==> src/rtl/interp_pkg.sv <==
// Shared types and helpers for the interpolating upsampler.
package interp_pkg;

    typedef enum logic [1:0] {IDLE, RUN, HOLD} interp_state_t;

    function automatic int RATIO(input int shift);
        return 1 << shift;
    endfunction

endpackage

==> src/rtl/interp_fifo.sv <==
// Small synchronous FIFO feeding the upsampler; RESET flushes all entries.
module interp_fifo #(
    parameter int WIDTH = 16,
    parameter int DEPTH = 2
) (
    input  logic             CLK,
    input  logic             RESET,
    input  logic             push,
    input  logic [WIDTH-1:0] wdata,
    input  logic             pop,
    output logic [WIDTH-1:0] rdata,
    output logic             full,
    output logic             empty
);

    localparam int PTR_W = (DEPTH > 1) ? $clog2(DEPTH) : 1;
    localparam int CNT_W = $clog2(DEPTH + 1);

    logic [WIDTH-1:0] mem [DEPTH];
    logic [PTR_W-1:0] wr_ptr;
    logic [PTR_W-1:0] rd_ptr;
    logic [CNT_W-1:0] count;
    logic             do_push;
    logic             do_pop;

    function automatic logic [PTR_W-1:0] bump(input logic [PTR_W-1:0] p);
        return (p == PTR_W'(DEPTH - 1)) ? '0 : p + 1'b1;
    endfunction

    assign full    = (count == CNT_W'(DEPTH));
    assign empty   = (count == '0);
    assign do_push = push && !full;
    assign do_pop  = pop && !empty;
    assign rdata   = mem[rd_ptr];

    always_ff @(posedge CLK) begin
        if (RESET) begin
            wr_ptr <= '0;
            rd_ptr <= '0;
            count  <= '0;
        end else begin
            if (do_push) wr_ptr <= bump(wr_ptr);
            if (do_pop)  rd_ptr <= bump(rd_ptr);
            unique case ({do_push, do_pop})
                2'b10:   count <= count + 1'b1;
                2'b01:   count <= count - 1'b1;
                default: count <= count;
            endcase
        end
    end

    // Storage carries no reset; pointers and count define what is valid.
    always_ff @(posedge CLK) begin
        if (do_push) mem[wr_ptr] <= wdata;
    end

endmodule

==> src/rtl/interp_upsampler.sv <==
// Linear-interpolating upsampler: one ramp step per CE, 2**SHIFT steps per input sample.
module interp_upsampler
    import interp_pkg::*;
#(
    parameter int MSB   = 15,
    parameter int SHIFT = 6,
    parameter int DEPTH = 2
) (
    input  logic         CLK,
    input  logic         RESET,
    input  logic         CE,
    input  logic         ENABLE,
    input  logic [MSB:0] IDATA,
    input  logic         IVALID,
    output logic         IREADY,
    output logic [MSB:0] ODATA,
    output logic         UNDERRUN
);

    localparam int ACC_W = MSB + SHIFT + 1;
    localparam int RATIO_N = RATIO(SHIFT);
    localparam logic [SHIFT-1:0] LAST_PHASE = SHIFT'(RATIO_N - 1);

    interp_state_t            state, state_nxt;
    logic [ACC_W-1:0]         acc, acc_nxt;
    logic signed [MSB+1:0]    delta, delta_nxt;
    logic [MSB:0]             target, target_nxt;
    logic [SHIFT-1:0]         phase, phase_nxt;
    logic                     underrun_nxt;

    logic [MSB:0]             fifo_rdata;
    logic                     fifo_full;
    logic                     fifo_empty;
    logic                     fifo_push;
    logic                     fifo_pop;
    logic [MSB:0]             base;
    logic                     load;

    function automatic logic signed [MSB+1:0] seg_delta(input logic [MSB:0] s,
                                                        input logic [MSB:0] b);
        return $signed({1'b0, s}) - $signed({1'b0, b});
    endfunction

    function automatic logic [ACC_W-1:0] ramp_step(input logic [ACC_W-1:0] a,
                                                   input logic signed [MSB+1:0] d);
        logic signed [ACC_W-1:0] d_ext;
        d_ext = ACC_W'(d);
        return a + $unsigned(d_ext);
    endfunction

    assign IREADY    = !RESET && !fifo_full;
    assign fifo_push = IVALID && IREADY;
    assign ODATA     = ENABLE ? acc[MSB+SHIFT:SHIFT] : target;

    interp_fifo #(
        .WIDTH (MSB + 1),
        .DEPTH (DEPTH)
    ) u_fifo (
        .CLK   (CLK),
        .RESET (RESET),
        .push  (fifo_push),
        .wdata (IDATA),
        .pop   (fifo_pop),
        .rdata (fifo_rdata),
        .full  (fifo_full),
        .empty (fifo_empty)
    );

    always_comb begin
        state_nxt    = state;
        acc_nxt      = acc;
        delta_nxt    = delta;
        target_nxt   = target;
        phase_nxt    = phase;
        underrun_nxt = 1'b0;
        fifo_pop     = 1'b0;
        load         = 1'b0;
        // At a segment boundary acc equals target<<SHIFT, so target is the next base.
        base         = (state == RUN) ? target : acc[MSB+SHIFT:SHIFT];

        unique case (state)
            RUN: begin
                if (CE) begin
                    acc_nxt   = ramp_step(acc, delta);
                    phase_nxt = phase + 1'b1;
                    if (phase == LAST_PHASE) begin
                        if (!fifo_empty) begin
                            load = 1'b1;
                        end else begin
                            state_nxt    = HOLD;
                            underrun_nxt = 1'b1;
                        end
                    end
                end
            end
            default: begin
                if (!fifo_empty) load = 1'b1;
            end
        endcase

        if (load) begin
            fifo_pop   = 1'b1;
            target_nxt = fifo_rdata;
            delta_nxt  = seg_delta(fifo_rdata, base);
            acc_nxt    = {base, {SHIFT{1'b0}}};
            phase_nxt  = '0;
            state_nxt  = RUN;
        end
    end

    always_ff @(posedge CLK) begin
        if (RESET) begin
            state    <= IDLE;
            acc      <= '0;
            delta    <= '0;
            target   <= '0;
            phase    <= '0;
            UNDERRUN <= 1'b0;
        end else begin
            state    <= state_nxt;
            acc      <= acc_nxt;
            delta    <= delta_nxt;
            target   <= target_nxt;
            phase    <= phase_nxt;
            UNDERRUN <= underrun_nxt;
        end
    end

endmodule
==> config.mk <==
export PLATFORM = sky130hd
export DESIGN_NAME = interp_upsampler
export DESIGN_NICKNAME = d
export VERILOG_FILES = /design/src/rtl/interp_pkg.sv /design/src/rtl/interp_fifo.sv /design/src/rtl/interp_upsampler.sv
export SDC_FILE = /design/constraint.sdc
export NUM_CORES = 1
export LEC_CHECK = 0
export BUFFER_PORTS_ARGS = -buffer_cell sky130_fd_sc_hd__buf_2
export CAP_MARGIN = 20
export CORE_AREA = 2 2 107 109
export DETAILED_ROUTE_END_ITERATION = 8
export DIE_AREA = 0 0 109 111
export PLACE_DENSITY = 0.81
export RECOVER_POWER = 50
export SYNTH_ARGS = -nofsm -noshare
export SYNTH_HDL_FRONTEND = slang
export SYNTH_SLANG_ARGS = --single-unit
==> constraint.sdc <==
create_clock -name CLK -period 2.9 [get_ports CLK]
set_input_delay 0.435 -clock CLK [delete_from_list [all_inputs] [get_ports CLK]]
set_output_delay 0.435 -clock CLK [all_outputs]
set_load 0.05 [all_outputs]
==> Word-level counts from Yosys, hierarchy flattened <==
Memories as Yosys holds them, arrays and structs flattened. A register that Yosys moved wholly into a read port is not among the register bits.
Index checks and enable logic that the tools add are counted.
{ "totals": {"reg_bits": 68, "mem_bits_rw": 32, "in_bits": 21, "output_inout_bits": 18, "wordCells": 69, "n_memories": 1} }
{ "memory_table": {"columns": ["name", "depth", "width", "rd", "rd_clocked_by_memory_dff", "wr", "line", "rtl"], "rows": [
  ["u_fifo.mem", 2, 16, 1, 1, 1, "interp_fifo.sv:19", "logic [WIDTH-1:0] mem [DEPTH];"]
]} }
{ "op_classes": {"n_addsub": 7, "n_eq_ne": 5, "mux": 23, "bitwise": 3, "n_reduce_logical": 19} }
{ "op_table": {"columns": ["cell", "n"], "rows": [
  ["$mux W22", 3],
  ["$mux W16", 2],
  ["$add A22 B22 Y22", 1],
  ["$mux W1", 17],
  ["$sub A16 B16 Y17", 1],
  ["$reduce_bool A2 Y1", 5],
  ["$reduce_and A4 Y1", 2],
  ["$add A6 B1 Y6 const B", 1],
  ["$eq A6 B6 Y1 const B", 1],
  ["$eq A2 B1 Y1 const B", 2],
  ["$eq A2 B2 Y1 const B", 2],
  ["$logic_and A1 B1 Y1", 4],
  ["$pmux W2 S2", 1],
  ["$reduce_and A2 Y1", 2],
  ["$reduce_or A4 Y1", 1],
  ["$logic_not A1 Y1", 3],
  ["$not A1 Y1", 3],
  ["$add A1 B1 Y1 const B", 2],
  ["$add A2 B1 Y2 const B", 1],
  ["$logic_not A2 Y1", 1],
  ["$reduce_or A2 Y1", 1],
  ["$sub A2 B1 Y2 const B", 1]
]} }

==> Logic depth before layout (Yosys ltp) <==
Gate-level depths: netlist (run 1).
{ "depth": {"word_depth": 9, "depth_mapped": 13, "ltp_nobuf": 12} }

==> By module <==
Synthesis (run 1) repeated with hierarchy kept, for this count alone.
{ "unflattened": {"hier_cells": 653, "hier_area_um2": 5864.4} }
{ "by_module_without_submodules": {"columns": ["module", "instances", "cells_each", "area_per_inst_um2", "seq_area_each_um2"], "rows": [
  ["interp_upsampler", 1, 577, 4489.3, 1281.2],
  ["interp_fifo", 1, 76, 1375.1, 1061.0]
]} }

==> Worst setup path after synthesis (run 1) <==
OpenSTA, ideal clock, no wires.
{ "synth_timing": {"path_type": "reg2reg", "from": "register with a tool-made name", "to": "register delta[11]", "setup_time_ns": 0.062, "arrival_ns": 2.987, "required_ns": 2.838, "setup_slack_ns": -0.149, "path_stages_with_launch": 14, "path_buffers": 2, "synth_period_minus_slack_ns": 3.049, "path_cell_list": "dfxtp_1 -> clkbuf_1 -> buf_1 -> mux2i_1 -> inv_1 -> ha_1 -> nor2b_1 -> o21ai_1 -> a21oi_1 -> o21ai_1 -> o31ai_2 -> a31oi_1 -> or4_1 -> nand3_1"} }
{ "synth_lines": {"columns": ["item", "line", "rtl"], "rows": [
  ["end signal, assigned", "interp_upsampler.sv:122", "delta <= delta_nxt;"],
  ["end, declared", "interp_upsampler.sv:26", "logic signed [MSB+1:0] delta, delta_nxt;"]
]} }

==> Worst setup path after layout (run 1) <==
{ "layout_timing": {"from": "register state[0]", "to": "register delta[14]"} }
{ "layout_via": {"elab_chain_cells": 3, "elab_cells_between_ends": 4, "cone_classes": "add/sub (1); eq/ne (1); mux (2)"} }
{ "layout_lines": {"columns": ["item", "line", "rtl"], "rows": [
  ["start, declared", "interp_upsampler.sv:24", "interp_state_t state, state_nxt;"],
  ["start signal, assigned", "interp_upsampler.sv:120", "state <= state_nxt;"],
  ["$eq A2 B1 Y1 (*)", "interp_upsampler.sv:79, interp_upsampler.sv:81", null],
  ["$mux W16", "interp_upsampler.sv:79", "base = (state == RUN) ? target : acc[MSB+SHIFT:SHIFT];"],
  ["$sub A16 B16 Y17", "interp_upsampler.sv:41", "return $signed({1'b0, s}) - $signed({1'b0, b});"]
]} }
Every way passes the cells marked *; elsewhere a longest branch is shown, timed or not.
A chain may end at the register's enable or synchronous reset.

==> metrics.csv, run 1 <==
metric;value;unit
worstPathArrival;3.09;ns
area_growth;13.7;%
die_h;111;µm
drive_gt1_share;19.7;%
setup_viol;0;
grt_pass1_wl;23.3;mm
crit_chain;nor2b_4 -> buf_12 -> mux2i_2 -> ha_1 -> a21o_1 -> a21oi_2 -> inv_1 -> or3_1 -> o31ai_4 -> xnor2_1 -> nand2_1 -> a21oi_2;
r2r-end;delta[14];
yosysWarnings;0;
ys_seq_area_share;39.7;%
clkTransAtPathRegs;0.07;ns
period_share;96.9;%
rsz0062_at_grt;yes;
async_flop_share;0;%
avgSynthCellArea;9.25;µm²
critPathMaxFanout;11;
seq_area;2340;µm²
dpl_worst_slack;-0.0146;ns
rrSetupSlack;0.09;ns
antenna_found_initial;0;
io_pins;39;
cts_max_path_buffers;2;
p_int;3.56;mW
critical_path_class;reg -> reg;
coreArea;11100;µm²
totalWireLength;14.4;mm
row_count;39;
drv_slew;0;
min_to;u_fifo.mem[1][6];
pwr-share-comb;49.4;%
first_iter_violations;389;
period_minus_slack;2.81;ns
route.vias.total;5030;
grt_usage;24.3;%
finalWeightedCongestion;0.925;
synth-edff-count;32;
holdBufCountCts;0;
hold_path_class;in -> reg;
p_clk_share;18.4;%
fp.dieW;109;µm
vdd_ir_drop_max;0.000893;V
path_delay_family;compound AO/OA/AOI/OAI gates;
antennaDiodeCount;0;
tightest_slew;0.721;ns
wl_per_cell;17.4;µm
tritoncts;done;
worstSetupEndpointType;flip-flop;
clock-root-buffer;clkbuf_16;
dp_hpwl;10.2;mm
layout_setup_ws;0.0904;ns
required;3.18;ns
detail-route-antenna-nets;0;
nets;741;
port_buffers;38;
ys_ff_latch;101;
clock-sinks;101;
fmax;356;MHz
dr.pass1.iters;7;
fin_skew;0.00537;ns
dieArea;12100;µm²
start_util;53.2;%
r2r-start;state[0];
multi_input_area;3460;µm²
powerDensity;939;nW/µm²
clk_latency;0.35;ns
r2r_cells;12;
hold_viol;0;
vias_per_cell;6.08;
slowest_delay;0.38;ns
synth_fp_nets;699;
worstSetupStartpointType;flip-flop;
holdPathStages;1;
grt_pass1_vias;4881;
syn_inst;637;
cp.buffers_inverters;2;
power_frac_seq;32.2;%
hp-start;IDATA[6];
cts_made_buffers;9;
cp_slowest_cell;or3_1;
syn_area;5890;µm²
status;completed;
finalPower;6.30;mW
placed_area;6240;µm²
cpMostUsedCell;a21oi_2;
final_area;6700;µm²
fillers;888;
cts_max_level;3;
p_sw;2.74;mW
drc;0;
ys.flop_type;dfxtp_1;
max_cap_viol_count;0;
leakage;2.66;nW
synth_cell_types;66;
grt_start_max_net_pins;59;
overflow;0;
slew_headroom;51.9;%
swShare;43.5;%
layer usage:
layer	up-vias	global-route usage [%]	part of all wire (%)
met5	-	0	0
met4	0	8.63	3.0
met3	47	3.59	5.8
met2	193	41.0	49
met1	2400	31.3	42
li1	2390	-	-
sequential cells by signal (all words and copies together) (netlist names), named ones only:
signal and cells:
UNDERRUN 1, acc 22, delta 17, phase 6, state 2, target 16
u_fifo.count 2, u_fifo.mem 32, u_fifo.rd_ptr 1, u_fifo.wr_ptr 1
through the flow:
stage | cells | hold WS, ns | util, % | setup TNS [ns]
after floorplan | 637 | 0.436 | - | 0
after detailed placement | 804 | 0.461 | 56.4 | -0.0146
after global routing | 827 | 0.263 | 60.5 | -0.105
final | 827 | 0.271 | 60.5 | 0
after global placement | 804 | 0.447 | 56.4 | 0
after CTS | 820 | 0.265 | 59.1 | -0.0371
repair_timing:
action | CTS | global route
pin swaps | 0 | 6
cloned | 0 | 0
buffers inserted | 0 | 7
endpoints found under the setup margin | 3 | 12
resized for setup | 2 | 25
area by class of cell:
cell class | instances | share of cell area, %
Multi-Input combinational cell | 489 | 51.7
Clock inverter | 5 | 0.653
Sequential cell | 101 | 34.9
Tap cell | 143 | 2.67
Clock buffer | 11 | 3.62
Timing Repair Buffer | 59 | 5.39
Inverter | 19 | 1.06
cells in the final DEF (no fill, tap or decap), types with 16 or more instances in the layout:
master,instances
nand2_1,80
buf_4,18
mux2i_1,16
ha_1,38
nor3_1,18
edfxtp_1,32
mux2_2,32
nor2_1,57
inv_1,18
a21oi_1,58
dfxtp_1,69
buf_2,32
power groups by stage:
stage	sequential [mW]	clock, mW	combinational [mW]
6_report	2.03	1.16	3.11
5_1_grt	2.05	1.22	3.37
4_1_cts	2.01	1.16	2.84
3_5_place_dp	2.04	0	2.79
3_3_place_gp	2.02	0	2.71
2_1_floorplan	1.93	0	2.22
how the worst max path moves through the flow:
stage                   start        end  slack (ns)  cells after the start
global placement     state[0]  delta[14]        0.10                     12
CTS                  state[0]  delta[14]       -0.03                     12
global route         state[0]  delta[14]       -0.06                     12
detailed placement   state[0]  delta[14]       -0.01                     12
finish               state[0]  delta[14]        0.09                     12
floorplan           flip-flop  delta[11]       0.001                     13
Yosys cell counts, drive strengths merged, types with 3 or more instances:
master  count  area share [%]
mux2       32             6.1
nand4       8            0.85
a31oi       4            0.42
a221oi      5            0.74
nor3       18             1.5
mux2i      19             3.2
nand2b      3            0.32
nand3      12             1.1
ha         39             8.3
nand2      80             5.1
xnor2      14             2.1
a21oi      67             5.8
edfxtp     32              16
or2         4            0.42
nor2b       8            0.98
a211oi     10             1.3
a21o        8             1.0
o21a       10             1.3
xor2       15             2.2
buf        13             1.3
dfxtp      69              23
o21ai      23             2.1
nor2       57             3.6
inv        18             1.1
clkbuf     14            0.89
o22ai       6            0.85
nor4        5            0.53
and3        9             1.0
or3         4            0.45
kinds of logic (layout without fill, tap and decap cells):
group,after synthesis,in the layout,share of synthesized area (%)
buf+inv,47,94,3.57
flops,101,101,39.7
compound gates,153,153,17.2
mux,51,51,9.34
xor+xnor,29,29,4.31
fa+ha+maj,41,41,8.96
simple gates,215,215,16.9
Note: power is estimated with default switching activity, not from simulation.
==> inputs of run 2 (changes only) <==
BUFFER_PORTS_ARGS = -buffer_cell sky130_fd_sc_hd__buf_4   (was -buffer_cell sky130_fd_sc_hd__buf_2)
==> run 2 against run 1 <==
Effect of this change:
- flip-flop and latch count is the same
- clock power is essentially flat
- maximum frequency is essentially flat
- via count grew 0.22%
- first-iteration DRC count grew 42%
- die area is the same
- non-clock buffer count shrank 1
- combinational power is essentially flat
- largest cell class unchanged
==> metrics.csv, run 2 (same netlist as run 1, synthesis figures left out) <==
metric;value;unit;change
status;completed;;
cts_made_buffers;9;;unchanged
largest_reg_flops;32;;unchanged
grt_use_met1;31.7;%;+0.38 points
p_int;3.58;mW;+0.60%
slowest_delay;0.39;ns;about the same
overflow;0;;unchanged
grt.busiest_layer;met2;;
cp_slowest_cell;or3_1;;
nets;740;;-0.13%
drv_slew;0;;unchanged
placed_area;6340;µm²;+1.6%
dp_hpwl;10.3;mm;+0.75%
finalPower;6.31;mW;+0.15%
clk_latency;0.36;ns;about the same
tns;0;ns;unchanged
crit_chain;nor2b_4 -> buf_12 -> mux2i_2 -> ha_1 -> a21o_1 -> a21oi_2 -> inv_1 -> or3_1 -> o31ai_4 -> xnor2_1 -> nand2_1 -> a21oi_1;;
critPathMaxFanout;14;;+3
clkTransAtPathRegs;0.07;ns;about the same
max_cap_viol_count;0;;unchanged
layout_commonest_cell;nand2_1;;
die_h;111;µm;unchanged
pwr-share-comb;49.8;%;+0.4 points
drc;0;;unchanged
cts_max_path_buffers;2;;unchanged
antenna_found_initial;0;;unchanged
biggestRegsByFlops;u_fifo.mem (32), acc (22), delta (17);;
period_minus_slack;2.81;ns;-0.000484 ns
tritoncts;done;;
grtUsageMet3;4.00;%;+0.41 points
clock-root-buffer;clkbuf_16;;
drive_gt1_share;19.6;%;-0.12 points
power_frac_seq;32.0;%;-0.2 points
layout_setup_ws;0.0909;ns;+0.000484 ns
worstSetupEndpointType;flip-flop;;
dr.pass1.iters;6;;-1
start_util;53.2;%;unchanged
swShare;43.2;%;-0.25 points
dpl_worst_slack;-0.0464;ns;-0.0318 ns
grt_pass1_vias;5048;;+3.4%
holdBufCountCts;0;;unchanged
setup_viol;0;;unchanged
largest_register;u_fifo.mem;;
port_buffers;38;;unchanged
grt_start_max_net_pins;46;;-22%
p_sw;2.73;mW;-0.43%
final_area;6760;µm²;+0.91%
powerDensity;932;nW/µm²;-0.75%
first_iter_violations;551;;+42%
fmax;356;MHz;about the same
slew_headroom;51.9;%;-0.069 points
finalWeightedCongestion;0.923;;-0.14%
worstPathArrival;3.10;ns;about the same
detail-route-antenna-nets;0;;unchanged
dieArea;12100;µm²;unchanged
period_share;96.9;%;about the same
fillers;865;;-2.6%
io_pins;39;;unchanged
grt.met2_usage;41.0;%;-0.083 points
area_growth;14.8;%;
tightest_slew;0.722;ns;+0.00104 ns
antennaDiodeCount;0;;unchanged
required;3.19;ns;about the same
grt_usage;24.8;%;+0.52 points
vdd_ir_drop_max;0.000752;V;-16%
p_clk_share;18.3;%;about the same
critical_path_class;reg -> reg;;
wl_per_cell;17.5;µm;+0.41%
coreArea;11100;µm²;unchanged
fin_skew;0.00743;ns;+0.00206 ns
route.vias.total;5041;;+0.22%
hold_viol;0;;unchanged
grt_pass1_wl;23.8;mm;+2.3%
row_count;39;;unchanged
clock-sinks;101;;unchanged
totalWireLength;14.4;mm;+0.29%
leakage;2.68;nW;+1.0%
cts_max_level;3;;unchanged
fp.dieW;109;µm;unchanged
vias_per_cell;6.10;;+0.34%
hold_path_class;in -> reg;;
final_cell_mix;80 x nand2_1, 68 x dfxtp_1, 60 x a21oi_1, 57 x nor2_1, 39 x ha_1;;
worstSetupStartpointType;flip-flop;;
-- run 2: layout make-up --
class / count / area (µm²) / share of cell area [%]
tap: 143 / 179 / 2.65
clock buffer: 10 / 239 / 3.53
inverter: 19 / 71.3 / 1.05
sequential: 101 / 2340 / 34.6
timing repair buffer: 58 / 458 / 6.77
clock inverter: 6 / 43.8 / 0.647
multi-input combinational: 489 / 3430 / 50.7
-- run 2: worst paths after layout --
kind | start | endpoint | slack (ns) | cells past startpoint
worst min register to register | delta[4] | delta[4] | 0.46 | 2
worst max-delay path | state[0] | delta[14] | 0.09 | 12
worst max register to register | state[0] | delta[14] | 0.09 | 12
worst min-delay path | IDATA[0] | u_fifo.mem[1][0] | 0.28 | 1
-- run 2: stage by stage --
step / std cells / utilization (%) / hold WS [ns]
2_1_floorplan: 637 / - / 0.436
3_3_place_gp: 803 / 57.3 / 0.446
6_report: 826 / 61.1 / 0.285
4_1_cts: 819 / 60.0 / 0.259
3_5_place_dp: 803 / 57.3 / 0.452
5_1_grt: 826 / 61.1 / 0.281
-- run 2: critical path, delay by kind of cell, from the launching register on --
| family | cells | cell delay [ns] |
|---|---|---|
| compound gates | 4 | 0.76 |
| simple gates | 3 | 0.67 |
| flops | 1 | 0.33 |
| fa+ha+maj | 1 | 0.30 |
| mux | 1 | 0.26 |
| buf+inv | 2 | 0.25 |
| xor+xnor | 1 | 0.18 |
-- run 2: routing by layer --
metal	vias up	wire [µm]
met4	0	361
met3	38	1020
met1	2370	6070
li1	2403	-
met5	-	0
met2	230	6990
-- run 2: power groups by stage --
| stage | Clock, mW | Sequential, mW | Combinational, mW |
|---|---|---|---|
| floorplan | 0 | 1.93 | 2.22 |
| global placement | 0 | 2.01 | 2.77 |
| detailed placement | 0 | 2.03 | 2.85 |
| CTS | 1.16 | 2.00 | 2.91 |
| global route | 1.22 | 2.05 | 3.40 |
| finish | 1.15 | 2.02 | 3.14 |
-- run 2: repair_timing --
action                     in CTS  in global routing
setup buffers                   0                  7
pin swaps                       1                  5
gates resized for setup         5                 17
setup endpoints to repair       2                  9
